==> src/rtl/router_pkg.sv <==
// Shared constants for the demux router: default geometry and select encodings.
// Latency: n/a (package only).
// Backpressure: n/a (package only).
package router_pkg;

    localparam int DEFAULT_WIDTH = 32;
    localparam int DEFAULT_DEPTH = 2;

    // Destination select encodings carried on in_sel.
    localparam logic SEL_A = 1'b0;
    localparam logic SEL_B = 1'b1;

endpackage

==> src/rtl/router_fifo.sv <==
// Generic synchronous FIFO with power-of-two depth, used as one output buffer per port.
// Latency: a pushed word is visible on head the cycle after the push edge (no bypass).
// Backpressure: full is derived from registered occupancy only, so a same-cycle pop never frees a slot early.
module router_fifo #(
    parameter int WIDTH = 32,
    parameter int DEPTH = 2
) (
    input  logic             clk,
    input  logic             rst,
    input  logic             push,
    input  logic [WIDTH-1:0] push_data,
    input  logic             pop,
    output logic             full,
    output logic             empty,
    output logic [WIDTH-1:0] head
);

    localparam int PTR_W = $clog2(DEPTH);
    localparam int CNT_W = $clog2(DEPTH + 1);
    localparam logic [CNT_W-1:0] DEPTH_C = CNT_W'(DEPTH);

    logic [WIDTH-1:0] mem [DEPTH];
    logic [PTR_W-1:0] wr_ptr;
    logic [PTR_W-1:0] rd_ptr;
    logic [CNT_W-1:0] count;
    logic             do_push;
    logic             do_pop;

    // Occupancy ranges 0..DEPTH, so the counter is one bit wider than the pointers.
    assign full    = (count == DEPTH_C);
    assign empty   = (count == '0);
    assign do_push = push && !full && !rst;
    assign do_pop  = pop && !empty;

    // Head is masked while empty so stale storage never leaks onto the port after reset.
    assign head = empty ? '0 : mem[rd_ptr];

    // Pointer and occupancy update; pointers wrap naturally because DEPTH is a power of two.
    always_ff @(posedge clk) begin
        if (rst) begin
            wr_ptr <= '0;
            rd_ptr <= '0;
            count  <= '0;
        end else begin
            if (do_push) begin
                wr_ptr <= wr_ptr + PTR_W'(1);
            end
            if (do_pop) begin
                rd_ptr <= rd_ptr + PTR_W'(1);
            end
            case ({do_push, do_pop})
                2'b10:   count <= count + CNT_W'(1);
                2'b01:   count <= count - CNT_W'(1);
                default: count <= count;
            endcase
        end
    end

    // Storage write; contents need no reset because head is masked by empty.
    always_ff @(posedge clk) begin
        if (do_push) begin
            mem[wr_ptr] <= push_data;
        end
    end

endmodule

==> src/rtl/demux_router.sv <==
// One-input, two-output demux router with a FIFO per port; DEMUX_ROUTER_STATS_EN adds per-port accept counters.
// Latency: one cycle from input acceptance to the word appearing on the selected output.
// Backpressure: in_ready reflects only the selected buffer's registered fullness; a stalled port never blocks the other.
module demux_router
    import router_pkg::*;
#(
    parameter int WIDTH = DEFAULT_WIDTH,
    parameter int DEPTH = DEFAULT_DEPTH
) (
    input  logic             clk,
    input  logic             rst,
    input  logic             in_valid,
    output logic             in_ready,
    input  logic [WIDTH-1:0] in_data,
    input  logic             in_sel,
    output logic             a_valid,
    input  logic             a_ready,
    output logic [WIDTH-1:0] a_data,
    output logic             b_valid,
    input  logic             b_ready,
    output logic [WIDTH-1:0] b_data
`ifdef DEMUX_ROUTER_STATS_EN
    ,
    output logic [31:0]      a_count,
    output logic [31:0]      b_count
`endif
);

    logic a_full;
    logic a_empty;
    logic b_full;
    logic b_empty;
    logic accept;
    logic a_push;
    logic b_push;

    // Readiness depends on the select and registered fullness only, never on the sink readies.
    assign in_ready = (in_sel == SEL_A) ? !a_full : !b_full;

    // Nothing is recorded on a reset edge.
    assign accept = in_valid && in_ready && !rst;
    assign a_push = accept && (in_sel == SEL_A);
    assign b_push = accept && (in_sel == SEL_B);

    assign a_valid = !a_empty;
    assign b_valid = !b_empty;

    router_fifo #(
        .WIDTH (WIDTH),
        .DEPTH (DEPTH)
    ) u_fifo_a (
        .clk       (clk),
        .rst       (rst),
        .push      (a_push),
        .push_data (in_data),
        .pop       (a_ready),
        .full      (a_full),
        .empty     (a_empty),
        .head      (a_data)
    );

    router_fifo #(
        .WIDTH (WIDTH),
        .DEPTH (DEPTH)
    ) u_fifo_b (
        .clk       (clk),
        .rst       (rst),
        .push      (b_push),
        .push_data (in_data),
        .pop       (b_ready),
        .full      (b_full),
        .empty     (b_empty),
        .head      (b_data)
    );

`ifdef DEMUX_ROUTER_STATS_EN
    logic [31:0] a_cnt;
    logic [31:0] b_cnt;

    // Per-port accepted-word counters; they wrap silently at 2^32.
    always_ff @(posedge clk) begin
        if (rst) begin
            a_cnt <= '0;
            b_cnt <= '0;
        end else begin
            if (a_push) begin
                a_cnt <= a_cnt + 32'd1;
            end
            if (b_push) begin
                b_cnt <= b_cnt + 32'd1;
            end
        end
    end

    assign a_count = a_cnt;
    assign b_count = b_cnt;
`endif

endmodule

==> config.mk <==
export PLATFORM = sky130hd
export DESIGN_NAME = demux_router
export DESIGN_NICKNAME = d
export VERILOG_FILES = /design/src/rtl/router_pkg.sv /design/src/rtl/router_fifo.sv /design/src/rtl/demux_router.sv
export SDC_FILE = /design/constraint.sdc
export NUM_CORES = 1
export LEC_CHECK = 0
export CORE_UTILIZATION = 48
export CTS_BUF_LIST = sky130_fd_sc_hd__clkbuf_8
export CTS_CLUSTER_DIAMETER = 80
export CTS_CLUSTER_SIZE = 12
export DETAILED_ROUTE_END_ITERATION = 6
export GPL_TIMING_DRIVEN = 0
export PLACE_DENSITY = 0.78
export SLEW_MARGIN = 25
export SYNTH_ARGS = -nofsm -noshare
export SYNTH_HDL_FRONTEND = slang
export SYNTH_HIERARCHICAL = 1
export SYNTH_SLANG_ARGS = --single-unit
export TNS_END_PERCENT = 5
==> constraint.sdc <==
create_clock -name clk -period 3.1 [get_ports clk]
set_clock_uncertainty 0.15 [all_clocks]
set_input_delay 0.31 -clock clk [delete_from_list [all_inputs] [get_ports clk]]
set_output_delay 0.31 -clock clk [all_outputs]
set_load 0.01 [all_outputs]
==> results of run 1 <==
[worst reg2reg max path: cells and delay by family (launching register included)]
kind	cells	cell delay (ns)
and+or+nand+nor	4	1.37
DFF	1	0.42
buffers and inverters	2	0.32
[sequential cells by signal, summed over array words and instances, names as in the netlist, named ones only]
| register | count |
|---|---|
| u_fifo_b/rd_ptr | 1 |
| u_fifo_b/wr_ptr | 1 |
| u_fifo_a/rd_ptr | 1 |
| u_fifo_a/wr_ptr | 1 |
| u_fifo_b/mem | 64 |
| u_fifo_a/mem | 64 |
| u_fifo_a/count | 2 |
| u_fifo_b/count | 2 |
[where the power goes]
group          switching [µW]  total (µW)  internal, µW
Clock                     618        1520           901
Sequential               13.6        2080          2060
Combinational             260         528           268
Total                     892        4130          3230
[worst max path at each step]
stage / slack (ns) / to / cells past startpoint
floorplan: 0.05 / u_fifo_a/mem[0][0] / 5
global placement: -1.51 / u_fifo_b/mem[0][20] / 4
detailed placement: 0.09 / u_fifo_a/mem[1][13] / 5
CTS: 0.46 / u_fifo_a/mem[1][17] / 6
global route: 0.33 / u_fifo_a/mem[1][17] / 6
finish: 0.53 / u_fifo_a/mem[0][17] / 6
[final cells by class]
| class | instances | area share (%) |
|---|---|---|
| Timing Repair Buffer | 108 | 16.1 |
| Multi-Input combinational cell | 169 | 16.8 |
| Tap cell | 140 | 2.47 |
| Sequential cell | 138 | 57.0 |
| Clock inverter | 13 | 2.28 |
| Buffer | 14 | 1.20 |
| Clock buffer | 19 | 3.69 |
| Inverter | 8 | 0.424 |
[metal layers]
layer / vias up / global-route usage (%)
met4: 0 / 7.83
met3: 15 / 6.11
li1: 1453 / -
met5: - / 0
met2: 100 / 31.0
met1: 1511 / 25.0
[cells by family (layout without fill, tap and decap cells)]
kind of cell / after synthesis / after routing / share of synthesized area (%)
flops: 138 / 138 / 76.0
mux: 65 / 65 / 12.2
xor+xnor: 6 / 6 / 0.988
fa+ha+maj: 2 / 2 / 0.471
compound gates: 10 / 10 / 1.04
buf+inv: 22 / 162 / 2.16
simple gates: 86 / 86 / 7.06
[cells in the mapped netlist (all sizes together)]
| master | instances | area [µm²] |
|---|---|---|
| edfxtp | 128 | 3840 |
| nor2 | 76 | 285 |
| mux2i | 65 | 651 |
| buf | 14 | 85.1 |
| dfxtp | 10 | 200 |
| inv | 8 | 30.0 |
| a21oi | 4 | 20.0 |
| o21ai | 4 | 20.0 |
| xor2 | 4 | 35.0 |
| a21o | 2 | 15.0 |
| ha | 2 | 25.0 |
| nand2b | 2 | 12.5 |
| nand3 | 2 | 10.0 |
| nand3b | 2 | 15.0 |
| or3 | 2 | 12.5 |
| xnor2 | 2 | 17.5 |
| nor4b | 1 | 15.0 |
| nor4bb | 1 | 25.0 |
[stage by stage]
| stage | instances | TNS (ns) | setup slack, ns | hold slack (ns) |
|---|---|---|---|---|
| 5_1_grt | 609 | 0 | 0.334 | 0.342 |
| 3_5_place_dp | 577 | 0 | 0.0935 | 0.355 |
| 2_1_floorplan | 329 | 0 | 0.0506 | 0.229 |
| 3_3_place_gp | 573 | -188.80 | -1.51 | 0.338 |
| 4_1_cts | 609 | 0 | 0.457 | 0.328 |
| 6_report | 609 | 0 | 0.534 | 0.355 |
==> flow_summary.yaml, run 1 <==
outcome:
  outcome: "finished, final reports clean"
drt:
  wl_um: 10400
  drc: 0
  vias_per_cell: 5.06
  drt_iter0_drc: 154
  via_count: 3079
  firstDrtPassIters: 7
  wl_met1_um: 4580
  route.top_layer_used: "met4"
  ant_nets: 0
  wl_per_cell_um: 17.2
  wl_met3_um: 615
  routed-wl-met2_um: 5100
clock_network:
  clk_pin_slew_ns: 0.07
  cts_resized: 0
  clkLatencyLatePin_ns: 0.43
  cts_buffers: 17
  htree_levels: 4
  clockBufferDepth: 2
  ctsRootBufferMaster: "clkbuf_8"
  ctsHoldBuffers: 0
  post-cts-setup-buffer-count: 0
  clock-sinks: 138
  cts_tree: "built"
final_layout:
  num_antenna_cells: 0
  final_cell_area_um2: 7090
  drive_gt1_share_pct: 10.9
  fin_util_pct: 65.7
  nFillCells: 780
  seqCellArea_um2: 4040
  nets: 496
  multi_input_area_um2: 1190
  area_growth_pct: 33.3
  final_cell_mix: "edfxtp_1, clkdlybuf4s50_1, nor2_1, mux2i_1, clkbuf_8"
  final_common_cell: "edfxtp_1"
setup_path:
  cp_num_buf_inv: 2
  endpoint_kind: "register"
  critPathKind: "register to register"
  crit_fanout: 18
  critPathMaxStageDelay_ns: 0.54
  reg2reg_to: "u_fifo_a/mem[0][17]"
  crit_family: "simple AND/OR/NAND/NOR gates"
  crit_path_start: "u_fifo_a/count[0]"
  rrSetupSlack_ns: 0.53
  reg2reg_depth: 6
  crit_path_start_kind: "register"
  worstPathArrival_ns: 2.55
  r2r_start: "u_fifo_a/count[0]"
  crit_chain: "nand2b_1, inv_1, nor4b_2, nand3b_1, nor2_4, buf_16"
  cp_slowest_cell: "nor2_4"
  cp.required_ns: 3.08
yosys:
  ys_types: 19
  avgSynthCellArea_um2: 16.2
  synth_fp_nets: 369
  syn-instance-count: 329
  yosysSeqAreaShare_pct: 76.0
  yosysWarnings: 6
  synth_area_um2: 5320
  synth-seq-cells: 138
worst_hold_path:
  min-delay-start: "in_data[6]"
  holdPathEnd: "u_fifo_b/mem[0][6]"
  hold_class: "primary input to register"
  whs_path_depth: 1
run:
  drv_cap: 0
sta:
  fin_crit_ns: 2.57
  hold_viol_final: 0
  max_slew_margin_pct: 59.4
  slew_viol_final: 0
  setup_viol: 0
  tightest_slew_ns: 0.608
  fmax_mhz: 390
  rsz0062_at_grt: "no"
  fin_crit_sh_pct: 82.8
grt:
  grt_usage_pct: 19.5
  grt_first_pass_wirelength_um: 16000
  gr-total-overflow: 0
  first_global_vias: 3202
  antenna_found_initial: 0
  grt_max_degree: 21
floorplanning:
  start_util_pct: 49.3
  die_w_um: 107
  die_area_um2: 11500
  rows: 38
  ioPinCount: 105
  coreArea_um2: 10800
  die_h_um: 107
placement:
  placed_cell_area_um2: 6670
  dp_hpwl_um: 6860
  port_buffers: 104
  gp_congestion: 0.749
power_and_ir_drop:
  total_power_uw: 4130
  power.density_nw_per_um2: 582
  vdd_drop_max_uv: 352
  p_leak_uw: 0.00233
No activity file was read; power rests on OpenSTA's default activity.
==> inputs of run 2 (changes only) <==
==> constraint.sdc (replaced) <==
create_clock -name clk -period 2.3 [get_ports clk]
set_clock_uncertainty 0.15 [all_clocks]
set_input_delay 0.23 -clock clk [delete_from_list [all_inputs] [get_ports clk]]
set_output_delay 0.23 -clock clk [all_outputs]
set_load 0.01 [all_outputs]
==> run 2 against run 1 <==
Net effect: the run now ends with negative setup slack left; critical path depth unchanged; first-iteration DRC count is 32% lower; worst hold slack got worse by 0.080 ns; global-route usage decreased by 1.2 points; non-clock buffer count increased by 2; routed wire length down 2.7%; total power up 29%; via count fell by 0.65%; largest cell class unchanged.
==> flow_summary.yaml, run 2 (synthesized netlist as in run 1, its figures left out) <==
floorplanning:
  start_util_pct: 49.3
  die_h_um: 107
  die_area_um2: 11500
  rows: 38
  coreArea_um2: 10800
  die_w_um: 107
  ioPinCount: 105
sta:
  tightest_slew_ns: 0.644
  fin_crit_sh_pct: 102
  setup_viol: 24
  holdWs_ns: 0.274
  hold_viol_final: 0
  fmax_mhz: 424
  slew_viol_final: 0
  setup_slack_ns: -0.0557
  rsz0062_at_grt: "yes"
  fin_crit_ns: 2.36
  max_slew_margin_pct: 57.0
power_and_ir_drop:
  vdd_drop_max_uv: 389
  p_leak_uw: 0.00254
  power.density_nw_per_um2: 738
placement:
  port_buffers: 104
  dp_slack_ns: -0.579
  gp_congestion: 0.733
  dp_hpwl_um: 6780
outcome:
  outcome: "finished, violations left"
  violations: "negative setup slack"
run:
  drv_cap: 0
worst_hold_path:
  min-delay-start: "rst"
  holdPathEnd: "u_fifo_a/count[0]"
  hold_class: "primary input to register"
  whs_path_depth: 2
final_layout:
  top_regs: "u_fifo_a/mem (64), u_fifo_b/mem (64)"
  multi_input_area_um2: 1220
  seqCellArea_um2: 4050
  drive_gt1_share_pct: 13.4
  area_growth_pct: 35.8
  num_antenna_cells: 0
  nFillCells: 759
  final_cell_mix: "edfxtp_1, clkdlybuf4s50_1, nor2_1, mux2i_1, clkbuf_8"
  final_common_cell: "edfxtp_1"
  nets: 498
drt:
  via_count: 3059
  ant_nets: 0
  firstDrtPassIters: 6
  wl_um: 10200
  drc: 0
  wl_per_cell_um: 16.7
  drt_iter0_drc: 105
  vias_per_cell: 5.02
clock_network:
  clkLatencyLatePin_ns: 0.42
  clock-sinks: 138
  cts_buffers: 17
  clk_pin_slew_ns: 0.07
  cts_tree: "built"
  ctsRootBufferMaster: "clkbuf_8"
  clockBufferDepth: 2
  htree_levels: 4
setup_path:
  rrSetupSlack_ns: -0.06
  cp.required_ns: 2.27
  worstPathArrival_ns: 2.33
  critPathKind: "register to register"
  crit_path_start_kind: "register"
  r2r_start: "u_fifo_b/count[0]"
  endpoint_kind: "register"
  crit_fanout: 17
  reg2reg_to: "u_fifo_b/mem[0][14]"
  reg2reg_depth: 6
grt:
  gr-total-overflow: 0
  first_global_vias: 3034
  grt_usage_pct: 18.3
  grt_first_pass_wirelength_um: 15000
  grt_max_degree: 20
  antenna_found_initial: 0
==> run 2: changes by cell type in the layout (fill, tap and decap cells not counted), moves of 4 or more <==
cell             before  now
inv_1                13    7
dlymetal6s2s_1        0   12
dfxtp_1              10    6
buf_2                 8    1
buf_8                 0    4
clkdlybuf4s50_1     104   91
==> run 2: layer usage <==
metal | share of wire, % | GRT usage [%]
met1 | 42 | 21.9
met5 | 0 | 0
met2 | 51 | 31.4
met4 | 1.4 | 6.95
met3 | 5.6 | 5.15
==> run 2: how the worst max path moves through the flow <==
stage,start,endpoint,slack (ns),cells past startpoint
floorplan,u_fifo_a/count[0],u_fifo_a/mem[0][0],-0.25,5
global placement,rst,u_fifo_b/mem[1][15],-1.29,4
detailed placement,rst,u_fifo_a/mem[1][11],-0.58,5
CTS,u_fifo_a/count[0],u_fifo_a/mem[0][19],-0.12,6
global route,u_fifo_b/count[0],u_fifo_b/mem[0][1],-0.18,6
finish,u_fifo_b/count[0],u_fifo_b/mem[0][14],-0.06,6
==> run 2: per-stage QoR <==
stage / instances / setup TNS, ns / area, µm² / utilization, % / power, µW
floorplan: 329 / -31.45 / 5330 / - / 3190
finish: 609 / -0.847 / 7220 / 66.9 / 5330
global route: 609 / -6.62 / 7220 / 66.9 / 5530
detailed placement: 577 / -62.64 / 6670 / 61.8 / 3570
CTS: 608 / -5.89 / 7130 / 66.1 / 5360
global placement: 573 / -162.97 / 6540 / 60.6 / 3550
==> run 2: where the power goes <==
part / switching (µW) / internal (µW)
clock: 841 / 939
sequential: 21.0 / 2780
combinational: 354 / 392
==> run 2: timing repair <==
item                                   4_1_cts  5_1_grt
gates cloned                                 0        0
gates resized for setup                     24       24
hold buffers                                 0        0
buffers inserted                             1        1
pin swaps                                    1        2
setup endpoints to repair                  192      141
endpoints found under the hold margin        0        0
==> run 2: cell type report <==
cell class | count | share of cell area [%]
Inverter | 8 | 0.450
Sequential cell | 138 | 56.1
Buffer | 14 | 2.18
Clock buffer | 17 | 3.24
Clock inverter | 13 | 1.80
Multi-Input combinational cell | 169 | 16.9
Tap cell | 140 | 2.43
Timing Repair Buffer | 110 | 16.9
==> run 2: critical path: stages, from the launching register on <==
cell,delay (ns)
dfxtp_4,0.38
nand2b_4,0.15
inv_4,0.04
nor4bb_4,0.29
nand3b_1,0.24
nor2_4,0.56
buf_16,0.24
